==> src/rtl/spi_slave_wishbone_if.sv <==
// Register bus between a bus master and the SPI slave: strobe, write enable,
// 2-bit register select, 8-bit data both ways, acknowledge and interrupt.
interface spi_slave_wishbone_if;
  logic       STB_I;
  logic       WE_I;
  logic [1:0] ADR_I;
  logic [7:0] DAT_I;
  logic [7:0] DAT_O;
  logic       ACK_O;
  logic       IRQ_O;

  modport slave (
    input  STB_I, WE_I, ADR_I, DAT_I,
    output DAT_O, ACK_O, IRQ_O
  );

  modport master (
    output STB_I, WE_I, ADR_I, DAT_I,
    input  DAT_O, ACK_O, IRQ_O
  );
endinterface

==> src/rtl/spi_slave_wishbone.sv <==
// SPI mode-0 slave (MSB first, 8-bit frames) with a small register bank
// (DATA / STATUS / CTRL) on a single-cycle-acknowledge bus.
// Bus handshake: a strobe with ACK_O low is an access; it is acknowledged by
// ACK_O=1 for exactly one cycle, DAT_O is valid in that cycle, and all
// register side effects land on the same clock edge that raises ACK_O.
// The master must drop STB_I after seeing ACK_O or it will start a new access.
module spi_slave_wishbone #(
  parameter int         SYNC_STAGES = 2,
  parameter logic [7:0] DUMMY_BYTE  = 8'hFF
) (
  input  logic                 CLK_I,
  input  logic                 RST_I,
  spi_slave_wishbone_if.slave  wb,
  input  logic                 sck,
  input  logic                 cs,
  input  logic                 mosi,
  output logic                 miso,
  output logic                 miso_oe,
  output logic                 dbg_state
);

  typedef enum logic {IDLE = 1'b0, SHIFT = 1'b1} state_t;

  logic [SYNC_STAGES-1:0] sck_q, cs_q, mosi_q;
  logic       sck_s, cs_s, mosi_s, sck_d;
  logic       sck_rise, sck_fall;
  state_t     state, next_state;
  logic       start, shift_in, shift_out, byte_done, load_tx;
  logic [2:0] bit_cnt;
  logic [7:0] rx_shift, tx_shift, rx_byte;
  logic [7:0] rx_data, tx_hold, rd_mux;
  logic [2:0] ctrl;
  logic       rx_full, tx_empty, overrun, underrun;
  logic       access, wr, rd;

  assign sck_s    = sck_q[SYNC_STAGES-1];
  assign cs_s     = cs_q[SYNC_STAGES-1];
  assign mosi_s   = mosi_q[SYNC_STAGES-1];
  assign sck_rise = sck_s & ~sck_d;
  assign sck_fall = ~sck_s & sck_d;
  assign rx_byte  = {rx_shift[6:0], mosi_s};

  // Synchronizers reset to the idle bus level so reset never looks like a select
  always_ff @(posedge CLK_I or posedge RST_I) begin
    if (RST_I) begin
      sck_q  <= '0;
      cs_q   <= '1;
      mosi_q <= '0;
      sck_d  <= 1'b0;
    end else begin
      sck_q  <= {sck_q[SYNC_STAGES-2:0], sck};
      cs_q   <= {cs_q[SYNC_STAGES-2:0], cs};
      mosi_q <= {mosi_q[SYNC_STAGES-2:0], mosi};
      sck_d  <= sck_s;
    end
  end

  // FSM state register
  always_ff @(posedge CLK_I or posedge RST_I) begin
    if (RST_I) state <= IDLE;
    else       state <= next_state;
  end

  // Next state and per-cycle shift controls; sck edges only count while selected
  always_comb begin
    next_state = state;
    start      = 1'b0;
    shift_in   = 1'b0;
    shift_out  = 1'b0;
    case (state)
      IDLE: begin
        if (!cs_s) begin
          next_state = SHIFT;
          start      = 1'b1;
        end
      end
      SHIFT: begin
        if (cs_s) begin
          next_state = IDLE;
        end else begin
          shift_in  = sck_rise;
          shift_out = sck_fall && (bit_cnt != 3'd0);
        end
      end
      default: next_state = IDLE;
    endcase
  end

  assign byte_done = shift_in && (bit_cnt == 3'd7);
  assign load_tx   = start || byte_done;

  // Shift datapath; the fall right after a reload is skipped so the new MSB holds
  always_ff @(posedge CLK_I or posedge RST_I) begin
    if (RST_I) begin
      bit_cnt  <= 3'd0;
      rx_shift <= 8'd0;
      tx_shift <= 8'd0;
    end else begin
      if (start)         bit_cnt <= 3'd0;
      else if (shift_in) bit_cnt <= bit_cnt + 3'd1;
      if (shift_in) rx_shift <= rx_byte;
      if (load_tx)        tx_shift <= tx_empty ? DUMMY_BYTE : tx_hold;
      else if (shift_out) tx_shift <= {tx_shift[6:0], 1'b0};
    end
  end

  assign miso      = (state == SHIFT) ? tx_shift[7] : 1'b0;
  assign miso_oe   = ~cs_s;
  assign dbg_state = state;

  assign access = wb.STB_I & ~wb.ACK_O;
  assign wr     = access & wb.WE_I;
  assign rd     = access & ~wb.WE_I;

  // Register read mux
  always_comb begin
    rd_mux = 8'd0;
    case (wb.ADR_I)
      2'd0:    rd_mux = rx_data;
      2'd1:    rd_mux = {3'd0, underrun, ~cs_s, overrun, tx_empty, rx_full};
      2'd2:    rd_mux = {5'd0, ctrl};
      default: rd_mux = 8'd0;
    endcase
  end

  // Bus registers and flags; set events are applied after clears so sets win
  always_ff @(posedge CLK_I or posedge RST_I) begin
    if (RST_I) begin
      wb.ACK_O <= 1'b0;
      wb.DAT_O <= 8'd0;
      wb.IRQ_O <= 1'b0;
      rx_data  <= 8'd0;
      tx_hold  <= 8'd0;
      ctrl     <= 3'd0;
      rx_full  <= 1'b0;
      tx_empty <= 1'b1;
      overrun  <= 1'b0;
      underrun <= 1'b0;
    end else begin
      wb.ACK_O <= access;
      wb.DAT_O <= rd ? rd_mux : 8'd0;
      wb.IRQ_O <= (ctrl[0] & rx_full) | (ctrl[1] & tx_empty) |
                  (ctrl[2] & (overrun | underrun));

      if (wr && wb.ADR_I == 2'd2) ctrl <= wb.DAT_I[2:0];

      if (wr && wb.ADR_I == 2'd1 && wb.DAT_I[2]) overrun  <= 1'b0;
      if (wr && wb.ADR_I == 2'd1 && wb.DAT_I[4]) underrun <= 1'b0;
      if (rd && wb.ADR_I == 2'd0)                rx_full  <= 1'b0;

      // Transmit side: a load consumes the holding byte before a same-cycle write
      if (load_tx) begin
        tx_empty <= 1'b1;
        if (tx_empty) underrun <= 1'b1;
      end
      if (wr && wb.ADR_I == 2'd0) begin
        tx_hold  <= wb.DAT_I;
        tx_empty <= 1'b0;
      end

      // Receive side: a same-cycle DATA read frees the slot for the new byte
      if (byte_done) begin
        if (!rx_full || (rd && wb.ADR_I == 2'd0)) begin
          rx_data <= rx_byte;
          rx_full <= 1'b1;
        end else begin
          overrun <= 1'b1;
        end
      end
    end
  end

endmodule

==> src/flat_wrapper.sv <==
// flat-port wrapper written by rule: the top's interface ports become plain ports
module spi_slave_wishbone_flat 
#(
  parameter int         SYNC_STAGES = 2,
  parameter logic [7:0] DUMMY_BYTE  = 8'hFF
)
  (CLK_I, RST_I, sck, cs, mosi, miso, miso_oe, dbg_state, wb_STB_I, wb_WE_I, wb_ADR_I, wb_DAT_I, wb_DAT_O, wb_ACK_O, wb_IRQ_O);
  spi_slave_wishbone_if wb_i ();
  input  logic CLK_I;
  input  logic RST_I;
  input  logic sck;
  input  logic cs;
  input  logic mosi;
  output logic miso;
  output logic miso_oe;
  output logic dbg_state;
  input wire logic [$bits(wb_i.STB_I)-1:0] wb_STB_I;
  input wire logic [$bits(wb_i.WE_I)-1:0] wb_WE_I;
  input wire logic [$bits(wb_i.ADR_I)-1:0] wb_ADR_I;
  input wire logic [$bits(wb_i.DAT_I)-1:0] wb_DAT_I;
  output wire logic [$bits(wb_i.DAT_O)-1:0] wb_DAT_O;
  output wire logic [$bits(wb_i.ACK_O)-1:0] wb_ACK_O;
  output wire logic [$bits(wb_i.IRQ_O)-1:0] wb_IRQ_O;
  assign wb_i.STB_I = wb_STB_I;
  assign wb_i.WE_I = wb_WE_I;
  assign wb_i.ADR_I = wb_ADR_I;
  assign wb_i.DAT_I = wb_DAT_I;
  assign wb_DAT_O = wb_i.DAT_O;
  assign wb_ACK_O = wb_i.ACK_O;
  assign wb_IRQ_O = wb_i.IRQ_O;
  spi_slave_wishbone #(.SYNC_STAGES(SYNC_STAGES), .DUMMY_BYTE(DUMMY_BYTE)) u_core (.CLK_I(CLK_I), .RST_I(RST_I), .wb(wb_i), .sck(sck), .cs(cs), .mosi(mosi), .miso(miso), .miso_oe(miso_oe), .dbg_state(dbg_state));
endmodule
==> config.mk <==
export PLATFORM = sky130hd
export DESIGN_NAME = spi_slave_wishbone_flat
export DESIGN_NICKNAME = d
export VERILOG_FILES = /design/src/rtl/spi_slave_wishbone_if.sv /design/src/rtl/spi_slave_wishbone.sv /design/src/flat_wrapper.sv
export SDC_FILE = /design/constraint.sdc
export NUM_CORES = 1
export LEC_CHECK = 0
export ABC_AREA = 1
export ABC_CLOCK_PERIOD_IN_PS = 2380
export CORE_MARGIN = 1
export CORE_UTILIZATION = 55
export CTS_BUF_LIST = sky130_fd_sc_hd__clkbuf_16
export DETAILED_ROUTE_END_ITERATION = 16
export PLACE_DENSITY_LB_ADDON = 0.12
export SETUP_SLACK_MARGIN = 0.5
export SLEW_MARGIN = 10
export SYNTH_ARGS = -nofsm -noshare
export SYNTH_HDL_FRONTEND = slang
export SYNTH_SLANG_ARGS = --single-unit
==> constraint.sdc <==
create_clock -name CLK_I -period 2.38 [get_ports CLK_I]
set_input_delay 0.357 -clock CLK_I [delete_from_list [all_inputs] [get_ports CLK_I]]
set_output_delay 0.357 -clock CLK_I [all_outputs]
set_load 0.1 [all_outputs]
======== After elaboration in Yosys (flattened, before gate mapping) ========
Index checks and enable logic that the tools add are counted.
operators by class
  add/subtract/negate cells ............... 1
  bitwise gates (word level) .............. 16
  muxes and demuxes ....................... 25
  reduce and logical (&&, ||, !) cells .... 17
  equal/unequal tests ..................... 3
operators with widths
  kind                                           count
  two-way mux 8 bit                              4
  case mux 8 bit (3 select lines)                1
  two-way mux 1 bit                              18
  AND 1 bit                                      8
  logical AND 1 bit                              8
  two-way mux 3 bit                              2
  nonzero test 2 bit                             3
  inverter 1 bit                                 5
  adder 3 x 1 -> 3 bit, second input constant    1
  == test 3 bit, second input constant           1
  bitwise OR 1 bit                               3
  nonzero test 3 bit                             1
  == test 2 x 1 -> 1 bit, second input constant  1
  == test 2 bit, second input constant           1
  logical NOT 2 bit                              1
  logical OR 1 bit                               2
  AND reduction 2 bit                            1
  logical NOT 1 bit                              1
storage, ports and cells
  bits in registers ....................... 59
  input bits .............................. 17
  word-level logic and storage cells ...... 80
  output and inout port bits .............. 13

======== Depth between registers and ports, before layout ========
Gate-level depths: netlist of the first run.
  word-level depth ........................ 8
  depth in mapped cells ................... 9
  mapped depth without buffers ............ 9

======== Worst setup path before layout of the first run ========
OpenSTA, ideal clock, no wires.
  path type ............................... reg2out
  from .................................... register u_core.state, in the netlist u_core.dbg_state
  to ...................................... output port miso
  buffers on the path ..................... 0
  slack ................................... 369 ps
  required time ........................... 2023 ps
  cell stages (with the launch flop) ...... 3
  data arrival time ....................... 1654 ps
  path through ............................ dfrtp_1 -> nand2_1 -> inv_1
on the way
  word-level cells in the longest chain between the ends .. 1
ends and longest elaborated chain
  what                    RTL line                   source
  start, declared         spi_slave_wishbone.sv:27   state_t state, next_state;
  start signal, assigned  spi_slave_wishbone.sv:61   else state <= next_state;
  two-way mux 1 bit       spi_slave_wishbone.sv:107  assign miso = (state == SHIFT) ? tx_shift[7] : 1'b0;
  end, declared           flat_wrapper.sv:14         output logic miso;
Every way passes these cells.

======== Worst setup path in the final report of the first run ========
  from .................................... register u_core.bit_cnt[0]
  to ...................................... register u_core.rx_data[5]
on the way
  word-level cells in the longest chain between the ends .. 3
ends and longest elaborated chain
  what                                  RTL line                   source
  start, declared                       spi_slave_wishbone.sv:29   logic [2:0] bit_cnt;
  start signal, assigned                spi_slave_wishbone.sv:100  else if (shift_in) bit_cnt <= bit_cnt + 3'd1;
  == test 3 bit                         spi_slave_wishbone.sv:89   assign byte_done = shift_in && (bit_cnt == 3'd7);
  logical AND 1 bit                     spi_slave_wishbone.sv:89
  AND reduction 2 bit (no source line)  --
  end signal, assigned                  spi_slave_wishbone.sv:164  rx_data <= rx_byte;
  end, declared                         spi_slave_wishbone.sv:31   logic [7:0] rx_data, tx_hold, rd_mux;
Every way passes these cells.
A chain may end at the register's enable or synchronous reset.

==> run summary, run 1 <==
Core Footprint = 4354 sq um
RSZ-0062 raised after global routing = false
die area = 4779 sq um
most frequent cells in the layout = 71 x nand2_1, 55 x dfrtp_1, 29 x inv_1, 23 x o21ai_0, 19 x nand3_1
hold depth = 0
relative slew slack = 0.6936
Worst-Margin Slew = 0.4585 ns
GPL Wtd Cong = 0.8015
Top Ports = 30
M1 WL = 2163 um
number of global-route vias before repair = 1765
register area share after synthesis = 0.5972
worst ir drop on vdd = 0.5587 mV
yosys warns = 0
Post-Syn Area per Cell = 9.460 sq um
Initial Utilization = 0.5693
first-pass GRT wire length = 7790 um
worst setup path category = reg2reg
Clock Sink Count = 59
Placed Area = 2784 sq um
TritonCTS clock tree = done
Worst-path clk slew = 0.05 ns
crit path max-delay cell type = dfrtp_1
setup TNS = 0 ns
Syn Std Cell Area = 2479 sq um
reg2reg path depth = 7
CP max stage delay = 0.40 ns
total CTS buffers = 9
post-CTS setup buffer count = 0
DR WL/cell = 12.32 um
DR top layer = met4
fin crit period = 1.624 ns
final slew viol count = 0
Clock Skew = 0.004369 ns
htree depth = 3
Placement Rows = 24
syn_nets = 282
Post-route DRC = 0
Synth area leaders = dfrtp_1 57%, nand2_1 11%, o21ai_0 4.6%
post-DR vias/cell = 5.155
WP data required = 2.64 ns
CP endpoint kind = flip-flop
final worst slack = 0.7557 ns
Mapped Cells = 262
clock root buffer = clkbuf_16
WL met2 = 1921 um
post-synth top area cell = dfrtp_1
gr ovfl total = 0
CTS Buffer Depth = 2
Setup WS pre-CTS = 0.4926 ns
Final setup viols = 0
pwr dens = 927.4 nW/um^2
hold path startpoint = u_core.mosi_q[0]$_DFF_PP0_
FF-to-FF Start = u_core.bit_cnt[0]$_DFFE_PP0P_
Synth cell types = 27
register bit count reported by yosys = 59
initial antenna violation count = 0
met3 wire len = 172 um
maxcap violations = 0
WHS Endpoint = u_core.mosi_q[1]$_DFF_PP0_
share of cells above drive strength 1 = 0.1749
Die H = 69.13 um
initial DRC count = 132
Tot GR Track Use = 0.2102
fin nets = 318
most common cell after layout, fill and taps aside = nand2_1
clk_lat worst skew = 0.32 ns
crit path DAT = 1.88 ns
drt pass-1 iters = 4
outcome = finished clean
Antenna Nets Post-Route = 0
routed vias = 1830
leakage power = 1.565 nW
crit-path max FO = 14
routed wire length = 4373 um
startpoint type of the worst setup path = flip-flop
FMAX = 0.6156 GHz
DP Wirelength = 2993 um
Yosys top cell area share = 0.5654
Die Span X = 69.13 um
setup slack, reg-to-reg = 0.76 ns
Port Buffers = 29
ant diodes = 0
r2r endpoint = u_core.rx_data[5]$_DFFE_PP0P_
final instance area = 3094 sq um
CP cell instances = ha_1 -> ha_1 -> nand3_2 -> clkinv_2 -> nand2_2 -> nand2_1 -> nand2_1
Hold Crit Class = reg2reg
Final Cycle Share = 0.6825
Fin. Hold Viols = 0
largest net degree at the start of global routing = 34
area grow syn2layout = 24.84%
[cell type report]
cell class / count / area (sq um)
clock inverters: 7 / 82.58
well taps: 52 / 65.06
flip-flops and latches: 59 / 1481
repair buffers: 32 / 280.3
multi-input cells: 162 / 828.3
fillers: 318 / 1260
clock buffers: 9 / 225.2
inverters: 34 / 131.4
[what timing repair did]
action	CTS	global route
endpoints found under the setup margin	0	1
resized for setup	0	1
hold buffers	0	0
hold endpoints to repair	0	0
[through the flow]
step	std cells	hold slack, ns	total power (W)	utilization
6_report	355	0.3505	0.002870	0.7106
5_1_grt	355	0.3583	0.002984	0.7106
4_1_cts	355	0.3505	0.002893	0.7101
3_5_place_dp	339	0.3381	0.001564	0.6394
3_3_place_gp	339	0.3339	0.001555	0.6394
2_1_floorplan	262	0.3312	0.001462	-
[where the power goes]
part | switching (W) | leakage, nW | internal (W)
registers | 0.0000748 | 0.738 | 0.00113
clock network | 0.000419 | 0.154 | 0.000900
logic | 0.000232 | 0.674 | 0.000116
[registers in the layout, summed over array words and instances, names as in the netlist, 2 cells and up]
signal and count:
u_core.rx_data 8, u_core.wb.DAT_O 8, u_core.mosi_q 2, u_core.bit_cnt 3, u_core.ctrl 3, u_core.rx_shift 7, u_core.sck_q 2, u_core.tx_shift 8
u_core.tx_hold 8, u_core.cs_q 2
[worst max path at each step]
stage                                     endpoint                           from  slack, ns
floorplan               u_core.dbg_state$_DFF_PP0_                          RST_I       0.44
global placement     u_core.rx_data[0]$_DFFE_PP0P_                       wb_STB_I       0.51
detailed placement   u_core.rx_data[3]$_DFFE_PP0P_                       wb_STB_I       0.49
CTS                 u_core.tx_shift[3]$_DFFE_PP0P_  u_core.bit_cnt[0]$_DFFE_PP0P_       0.66
global route         u_core.rx_data[1]$_DFFE_PP0P_  u_core.bit_cnt[0]$_DFFE_PP0P_       0.58
finish               u_core.rx_data[5]$_DFFE_PP0P_  u_core.bit_cnt[0]$_DFFE_PP0P_       0.76
[cell usage after synthesis (all sizes together)]
library cell / instances
nand2: 76
dfrtp: 56
inv: 33
o21ai: 31
nand3: 22
nor2: 12
nand4: 8
a21oi: 5
buf: 5
dfstp: 3
ha: 3
o211ai: 3
clkbuf: 2
clkinv: 1
mux2: 1
nor4: 1
[cells by family after synthesis]
group | synth area share
buffers and inverters | 0.06966
AND/OR/NAND/NOR | 0.2317
adder cells (fa/ha/maj) | 0.01515
multiplexers | 0.004543
flip-flops | 0.5972
AO/OA/AOI/OAI | 0.08178
[worst max-delay path: cells and delay by family, from the launching register on]
kind,cells,cell delay [ns]
flops,1,0.40
buf+inv,1,0.19
fa+ha+maj,2,0.43
simple gates,4,0.54
[per-layer routing]
| metal | global-route usage | up-vias |
|---|---|---|
| met5 | 0 | - |
| li1 | - | 916 |
| met1 | 0.2875 | 864 |
| met4 | 0.1156 | 0 |
| met2 | 0.3042 | 40 |
| met3 | 0.05702 | 10 |
No activity file was read; power rests on OpenSTA's default activity.
==> run 2, diff against run 1 <==
--- a/config.mk
+++ b/config.mk
@@ -6,7 +6,7 @@
 export NUM_CORES = 1
 export LEC_CHECK = 0
 export ABC_AREA = 1
-export ABC_CLOCK_PERIOD_IN_PS = 2380
+export ABC_CLOCK_PERIOD_IN_PS = 1700
 export CORE_MARGIN = 1
 export CORE_UTILIZATION = 55
 export CTS_BUF_LIST = sky130_fd_sc_hd__clkbuf_16
==> constraint.sdc (replaced) <==
create_clock -name CLK_I -period 1.7 [get_ports CLK_I]
set_input_delay 0.255 -clock CLK_I [delete_from_list [all_inputs] [get_ports CLK_I]]
set_output_delay 0.255 -clock CLK_I [all_outputs]
set_load 0.1 [all_outputs]
==> run 2 against run 1 <==
Against the previous run:
- worst hold slack lost 0.17 ns
- global-route usage increased by 8.1 points
- design area is 23% higher
- worst setup slack got worse by 0.50 ns
- flip-flop and latch count did not move
- non-clock buffer count rose by 27
- count of clock-buffer cells in the layout unchanged
- combinational power grew 110%
- utilization is 16 points higher
- final cell count up 8.7%
==> run summary, run 2 (synthesis results as in run 1) <==
maxcap violations = 0 (unchanged)
DP Wirelength = 3211 um (+7.3%)
Core Footprint = 4354 sq um (unchanged)
Hold Buf Count CTS = 0 (unchanged)
htree depth = 3 (unchanged)
GR peak layer = met2
total CTS buffers = 9 (unchanged)
Final setup viols = 0 (unchanged)
Die H = 69.13 um (unchanged)
worst setup path category = reg2reg
Initial Utilization = 0.5693 (unchanged)
final instance area = 3810 sq um (+23%)
Clock Sink Count = 59 (unchanged)
ant diodes = 0 (unchanged)
setup TNS = 0 ns (unchanged)
CTS Buffer Depth = 2 (unchanged)
startpoint type of the worst setup path = flip-flop
crit path max-delay cell type = dfrtp_1
Tot GR Track Use = 0.2915 (+0.08132)
pwr dens = 1067 nW/um^2 (+15%)
family with the most delay on the worst path = flip-flops
final worst slack = 0.2543 ns (-0.5014 ns)
Setup WS pre-CTS = 0.04091 ns (-0.4517 ns)
initial antenna violation count = 0 (unchanged)
die area = 4779 sq um (unchanged)
Worst-path clk slew = 0.05 ns (about the same)
worst hold slack = 0.1842 ns (-0.1663 ns)
gr ovfl total = 0 (unchanged)
clock root buffer = clkbuf_16
number of global-route vias before repair = 2159 (+22%)
first-pass GRT wire length = 10450 um (+34%)
Fin. Hold Viols = 0 (unchanged)
CP endpoint kind = flip-flop
largest net degree at the start of global routing = 46 (+35%)
Filler Cell Count = 190 (-40%)
Placed Area = 3017 sq um (+8.4%)
CP max stage delay = 0.41 ns (about the same)
TritonCTS clock tree = done
RSZ-0062 raised after global routing = true
Post-route DRC = 0 (unchanged)
crit path DAT = 1.65 ns (-0.23 ns)
routed vias = 2194 (+20%)
final slew viol count = 0 (unchanged)
Die Span X = 69.13 um (unchanged)
Top Ports = 30 (unchanged)
area taken by flip-flops and latches = 1488 sq um (+0.42%)
Worst Path Buf+Inv = 0 (-1)
FMAX = 0.6917 GHz (+12%)
Port Buffers = 29 (unchanged)
outcome = finished clean
worst ir drop on vdd = 0.8796 mV (+57%)
met2 Track Usage GR = 0.4693 (+0.1650)
area grow syn2layout = 53.71%
initial DRC count = 279 (+110%)
met1 Usage GRT = 0.3540 (+0.06645)
reg2reg path depth = 6 (-1)
GPL Wtd Cong = 0.8902 (+11%)
Total Power = 0.004065 W (+42%)
routed wire length = 6918 um (+58%)
CP cell instances = ha_4 -> ha_4 -> nand3_4 -> nand2_2 -> o21ai_1 -> o21ai_1
leakage power = 1.807 nW (+15%)
multi-input logic area = 1109 sq um (+34%)
share of cells above drive strength 1 = 0.3892 (+0.2143)
Antenna Nets Post-Route = 0 (unchanged)
relative slew slack = 0.7428 (+0.04920)
clk_lat worst skew = 0.34 ns (+0.02 ns)
DR WL/cell = 17.92 um (+45%)
WP data required = 1.91 ns (-0.73 ns)
CP Depth = 6 (-1)
Worst-Margin Slew = 0.3830 ns (-0.07556 ns)
drt pass-1 iters = 4 (unchanged)
Clock Skew = 0.005197 ns (+0.0008279 ns)
met3 Usage GRT = 0.06871 (+0.01170)
fin nets = 349 (+9.7%)
fin crit period = 1.446 ns (-0.1786 ns)
Final Cycle Share = 0.8504 (+0.1679)
most frequent cells in the layout = 54 x dfrtp_1, 51 x nand2_1, 28 x inv_1, 19 x nand2_2, 18 x buf_4
most common cell after layout, fill and taps aside = dfrtp_1
Placement Rows = 24 (unchanged)
Hold Crit Class = in2async
crit-path max FO = 7 (-7)
post-DR vias/cell = 5.684 (+10%)
run 2: cell types whose count changed in the layout (fill, tap and decap cells not counted), sizes merged:
cell           previous run  this run
clkdlybuf4s50            16        14
bufinv                    2         0
clkbuf                    9        10
dlygate4sd2               0         2
nand3                    22        24
clkinvlp                  0         3
nand2                    76        77
buf                      16        42
run 2: through the flow:
stage	instances	utilization
after global placement	345	0.6928
final	386	0.8750
after global routing	386	0.8750
after floorplan	262	-
after detailed placement	345	0.6928
after CTS	379	0.8287
run 2: area by class of cell:
cell class,count,area share
clock buffer,9,0.05911
clock inverter,7,0.009852
inverter,34,0.03908
multi-input combinational,165,0.2910
sequential,59,0.3905
tap,52,0.01708
timing repair buffer,59,0.1921
timing repair inverter,1,0.001314
run 2: final timing paths:
kind	startpoint	to	slack [ns]
max	u_core.bit_cnt[0]$_DFFE_PP0P_	u_core.tx_shift[0]$_DFFE_PP0P_	0.25
min	RST_I	u_core.rx_shift[1]$_DFFE_PP0P_	0.18
max in group asynchronous	RST_I	u_core.tx_empty$_DFFE_PP1P_	0.99
max reg2reg	u_core.bit_cnt[0]$_DFFE_PP0P_	u_core.tx_shift[0]$_DFFE_PP0P_	0.25
min reg2reg	u_core.sck_q[0]$_DFF_PP0_	u_core.sck_q[1]$_DFF_PP0_	0.35
min in group CLK_I	cs	u_core.cs_q[0]$_DFF_PP1_	0.32
run 2: what timing repair did:
item / 4_1_cts / 5_1_grt
pin swaps: 20 / 11
setup endpoints to repair: 41 / 43
gates cloned: 5 / 1
resized for setup: 55 / 37
endpoints found under the hold margin: 0 / 0
buffers inserted: 13 / 6
run 2: power by group:
| group | switching (W) | internal (W) | leakage (nW) |
|---|---|---|---|
| clock network | 0.000650 | 0.000964 | 0.134 |
| logic | 0.000424 | 0.000298 | 0.937 |
| registers | 0.000148 | 0.00158 | 0.737 |
| total | 0.00122 | 0.00284 | 1.81 |
run 2: per-layer routing:
layer	vias up	share of wire
li1	992	-
met1	1061	0.38
met2	107	0.51
met3	34	0.056
met4	0	0.044
met5	-	0
==> run 3, diff against run 2 <==
--- a/config.mk
+++ b/config.mk
@@ -11,7 +11,7 @@
 export CORE_UTILIZATION = 55
 export CTS_BUF_LIST = sky130_fd_sc_hd__clkbuf_16
 export DETAILED_ROUTE_END_ITERATION = 16
-export PLACE_DENSITY_LB_ADDON = 0.12
+export PLACE_DENSITY = 0.89
 export SETUP_SLACK_MARGIN = 0.5
 export SLEW_MARGIN = 10
 export SYNTH_ARGS = -nofsm -noshare
==> run 3 against run 2 <==
Against the previous run:
- routed wire length up 40%
- largest power group is now the clock network
- die area unchanged
- fmax decreased by 5.9%
- design area is 0.43% lower
- global-route usage up 4.2 points
- count of clock-buffer cells in the layout unchanged
- register-to-register slack worse by 0.09 ns
- sequential share of layout area is 0.17 points higher
- largest cell class unchanged
- sequential power about the same
- flip-flop and latch count is the same
- via count is 17% higher
- final cell count decreased by 0.26%
==> run summary, run 3 (synthesis results as in run 1) <==
worst setup path category = reg2reg
Antenna Nets Post-Route = 0 (unchanged)
Final setup viols = 0 (unchanged)
pwr dens = 1134 nW/um^2 (+6.2%)
RSZ-0062 raised after global routing = true
final slew viol count = 0 (unchanged)
setup slack, reg-to-reg = 0.16 ns (-0.09 ns)
number of global-route vias before repair = 2378 (+10%)
FMAX = 0.6510 GHz (-5.9%)
Post-Place Cells = 347 (+0.58%)
initial DRC count = 386 (+38%)
Port Buffers = 29 (unchanged)
share of cells above drive strength 1 = 0.3844 (-0.004837)
Hold Crit Class = in2async
GPL Wtd Cong = 0.7772 (-13%)
multi-input logic area = 1086 sq um (-2.0%)
Die H = 69.13 um (unchanged)
family with the most delay on the worst path = simple AND/OR/NAND/NOR gates
fin crit period = 1.536 ns (+0.09047 ns)
routed vias = 2562 (+17%)
DP Wirelength = 3335 um (+3.9%)
reg2reg path depth = 6 (unchanged)
first-pass GRT wire length = 11990 um (+15%)
startpoint type of the worst setup path = flip-flop
Hold Buf Count CTS = 0 (unchanged)
Worst-Margin Slew = 0.4269 ns (+0.04394 ns)
Sw Ratio = 0.3074 (+0.006728)
initial antenna violation count = 0 (unchanged)
Clk pwr share = 0.409 (+0.012)
DR WL/cell = 25.24 um (+41%)
most common cell after layout, fill and taps aside = dfrtp_1
relative slew slack = 0.7148 (-0.02797)
Top Ports = 30 (unchanged)
gr ovfl total = 0 (unchanged)
Final Cycle Share = 0.9036 (+0.05322)
TritonCTS clock tree = done
internal power = 0.002979 W (+4.8%)
largest net degree at the start of global routing = 24 (-48%)
area grow syn2layout = 53.05%
maxcap violations = 0 (unchanged)
setup TNS = 0 ns (unchanged)
switching pwr = 0.001322 W (+8.2%)
most frequent cells in the layout = 54 x dfrtp_1, 45 x nand2_1, 30 x inv_1, 23 x nand2_2, 16 x buf_12
Post-route DRC = 0 (unchanged)
clock root buffer = clkbuf_16
leakage power = 1.815 nW (+0.45%)
WP data required = 1.87 ns (-0.04 ns)
crit-path max FO = 11 (+4)
FF-to-FF Start = u_core.bit_cnt[0]$_DFFE_PP0P_
post-layout util = 0.8713 (-0.003736)
CTS Buffer Depth = 2 (unchanged)
Worst-path clk slew = 0.06 ns (about the same)
CP cell instances = ha_2 -> ha_4 -> nand3_4 -> nand2_4 -> o21ai_0 -> nand3_1
die area = 4779 sq um (unchanged)
Filler Cell Count = 150 (-21%)
outcome = finished clean
Placement Rows = 24 (unchanged)
Worst Path Buf+Inv = 0 (unchanged)
Initial Utilization = 0.5693 (unchanged)
post-DR vias/cell = 6.655 (+17%)
CP Depth = 6 (unchanged)
worst ir drop on vdd = 0.8772 mV (-0.27%)
htree depth = 3 (unchanged)
Tot GR Track Use = 0.3335 (+0.04201)
total CTS buffers = 9 (unchanged)
Clock Skew = 0.01228 ns (+0.007078 ns)
fin nets = 348 (-0.29%)
Core Footprint = 4354 sq um (unchanged)
sequential group share of total power = 0.407 (-0.018)
CP max stage delay = 0.40 ns (about the same)
routed wire length = 9716 um (+40%)
combinational power share = 0.183 (+0.005)
Critical Path Start = u_core.bit_cnt[0]$_DFFE_PP0P_
crit path DAT = 1.71 ns (+0.06 ns)
ant diodes = 0 (unchanged)
Die Span X = 69.13 um (unchanged)
drt pass-1 iters = 8 (+4)
Final Non-Filler Cells = 385 (-0.26%)
CP endpoint kind = flip-flop
Clock Sink Count = 59 (unchanged)
crit path max-delay cell type = dfrtp_1
Fin. Hold Viols = 0 (unchanged)
clk_lat worst skew = 0.33 ns (about the same)
area taken by flip-flops and latches = 1488 sq um (unchanged)
[run 3: cell count changes in the layout (fill, tap and decap cells not counted), sizes merged]
| cell | delta |
|---|---|
| buf | +1 |
| bufinv | +1 |
| clkbuf | -1 |
| clkinv | -2 |
| clkinvlp | -2 |
| dlygate4sd2 | -1 |
| dlymetal6s2s | +1 |
| inv | +3 |
| nand2 | -1 |
[run 3: power by group through the flow]
stage	logic (W)	registers, W	clock network (W)
4_1_cts	0.000635	0.00170	0.00169
3_5_place_dp	0.000565	0.00171	0
3_3_place_gp	0.000545	0.00170	0
5_1_grt	0.000814	0.00175	0.00184
2_1_floorplan	0.000287	0.00177	0
6_report	0.000788	0.00175	0.00176
[run 3: final cells by class]
cell class,instances,area share
timing repair buffer,59,0.1890
tap,52,0.01715
multi-input combinational,164,0.2863
clock inverter,7,0.01418
sequential,59,0.3922
timing repair inverter,1,0.001319
inverter,34,0.04057
clock buffer,9,0.05937
[run 3: path summary, 6_finish.rpt]
kind,endpoint
max in group asynchronous,u_core.tx_empty$_DFFE_PP1P_
hold reg to reg,u_core.mosi_q[1]$_DFF_PP0_
setup reg to reg,u_core.tx_shift[4]$_DFFE_PP0P_
setup / recovery,u_core.tx_shift[4]$_DFFE_PP0P_
min in group CLK_I,u_core.cs_q[0]$_DFF_PP1_
hold / removal,u_core.rx_data[0]$_DFFE_PP0P_
[run 3: per-stage QoR]
step                      setup WS (ns)  total power (W)  instance area, sq um  hold WS (ns)
after floorplan                0.002765         0.002056                  2509        0.2595
after global placement          0.03438         0.002248                  3032        0.3328
after detailed placement        0.01711         0.002277                  3032        0.3410
after CTS                        0.3210         0.004024                  3583        0.2881
after global routing             0.1451         0.004410                  3794        0.2897
final                            0.1638         0.004300                  3794        0.2709
[run 3: timing repair]
item,CTS,global route
cloned,5,0
buffers inserted,12,5
gates resized for setup,42,48
pin swaps,13,10
setup endpoints to repair,43,48
[run 3: per-layer routing]
| layer | global-route usage | part of all wire | vias to the layer above |
|---|---|---|---|
| met4 | 0.2041 | 0.094 | 0 |
| met1 | 0.3918 | 0.34 | 1187 |
| li1 | - | - | 986 |
| met2 | 0.5232 | 0.45 | 276 |
| met5 | 0 | 0 | - |
| met3 | 0.1184 | 0.12 | 113 |
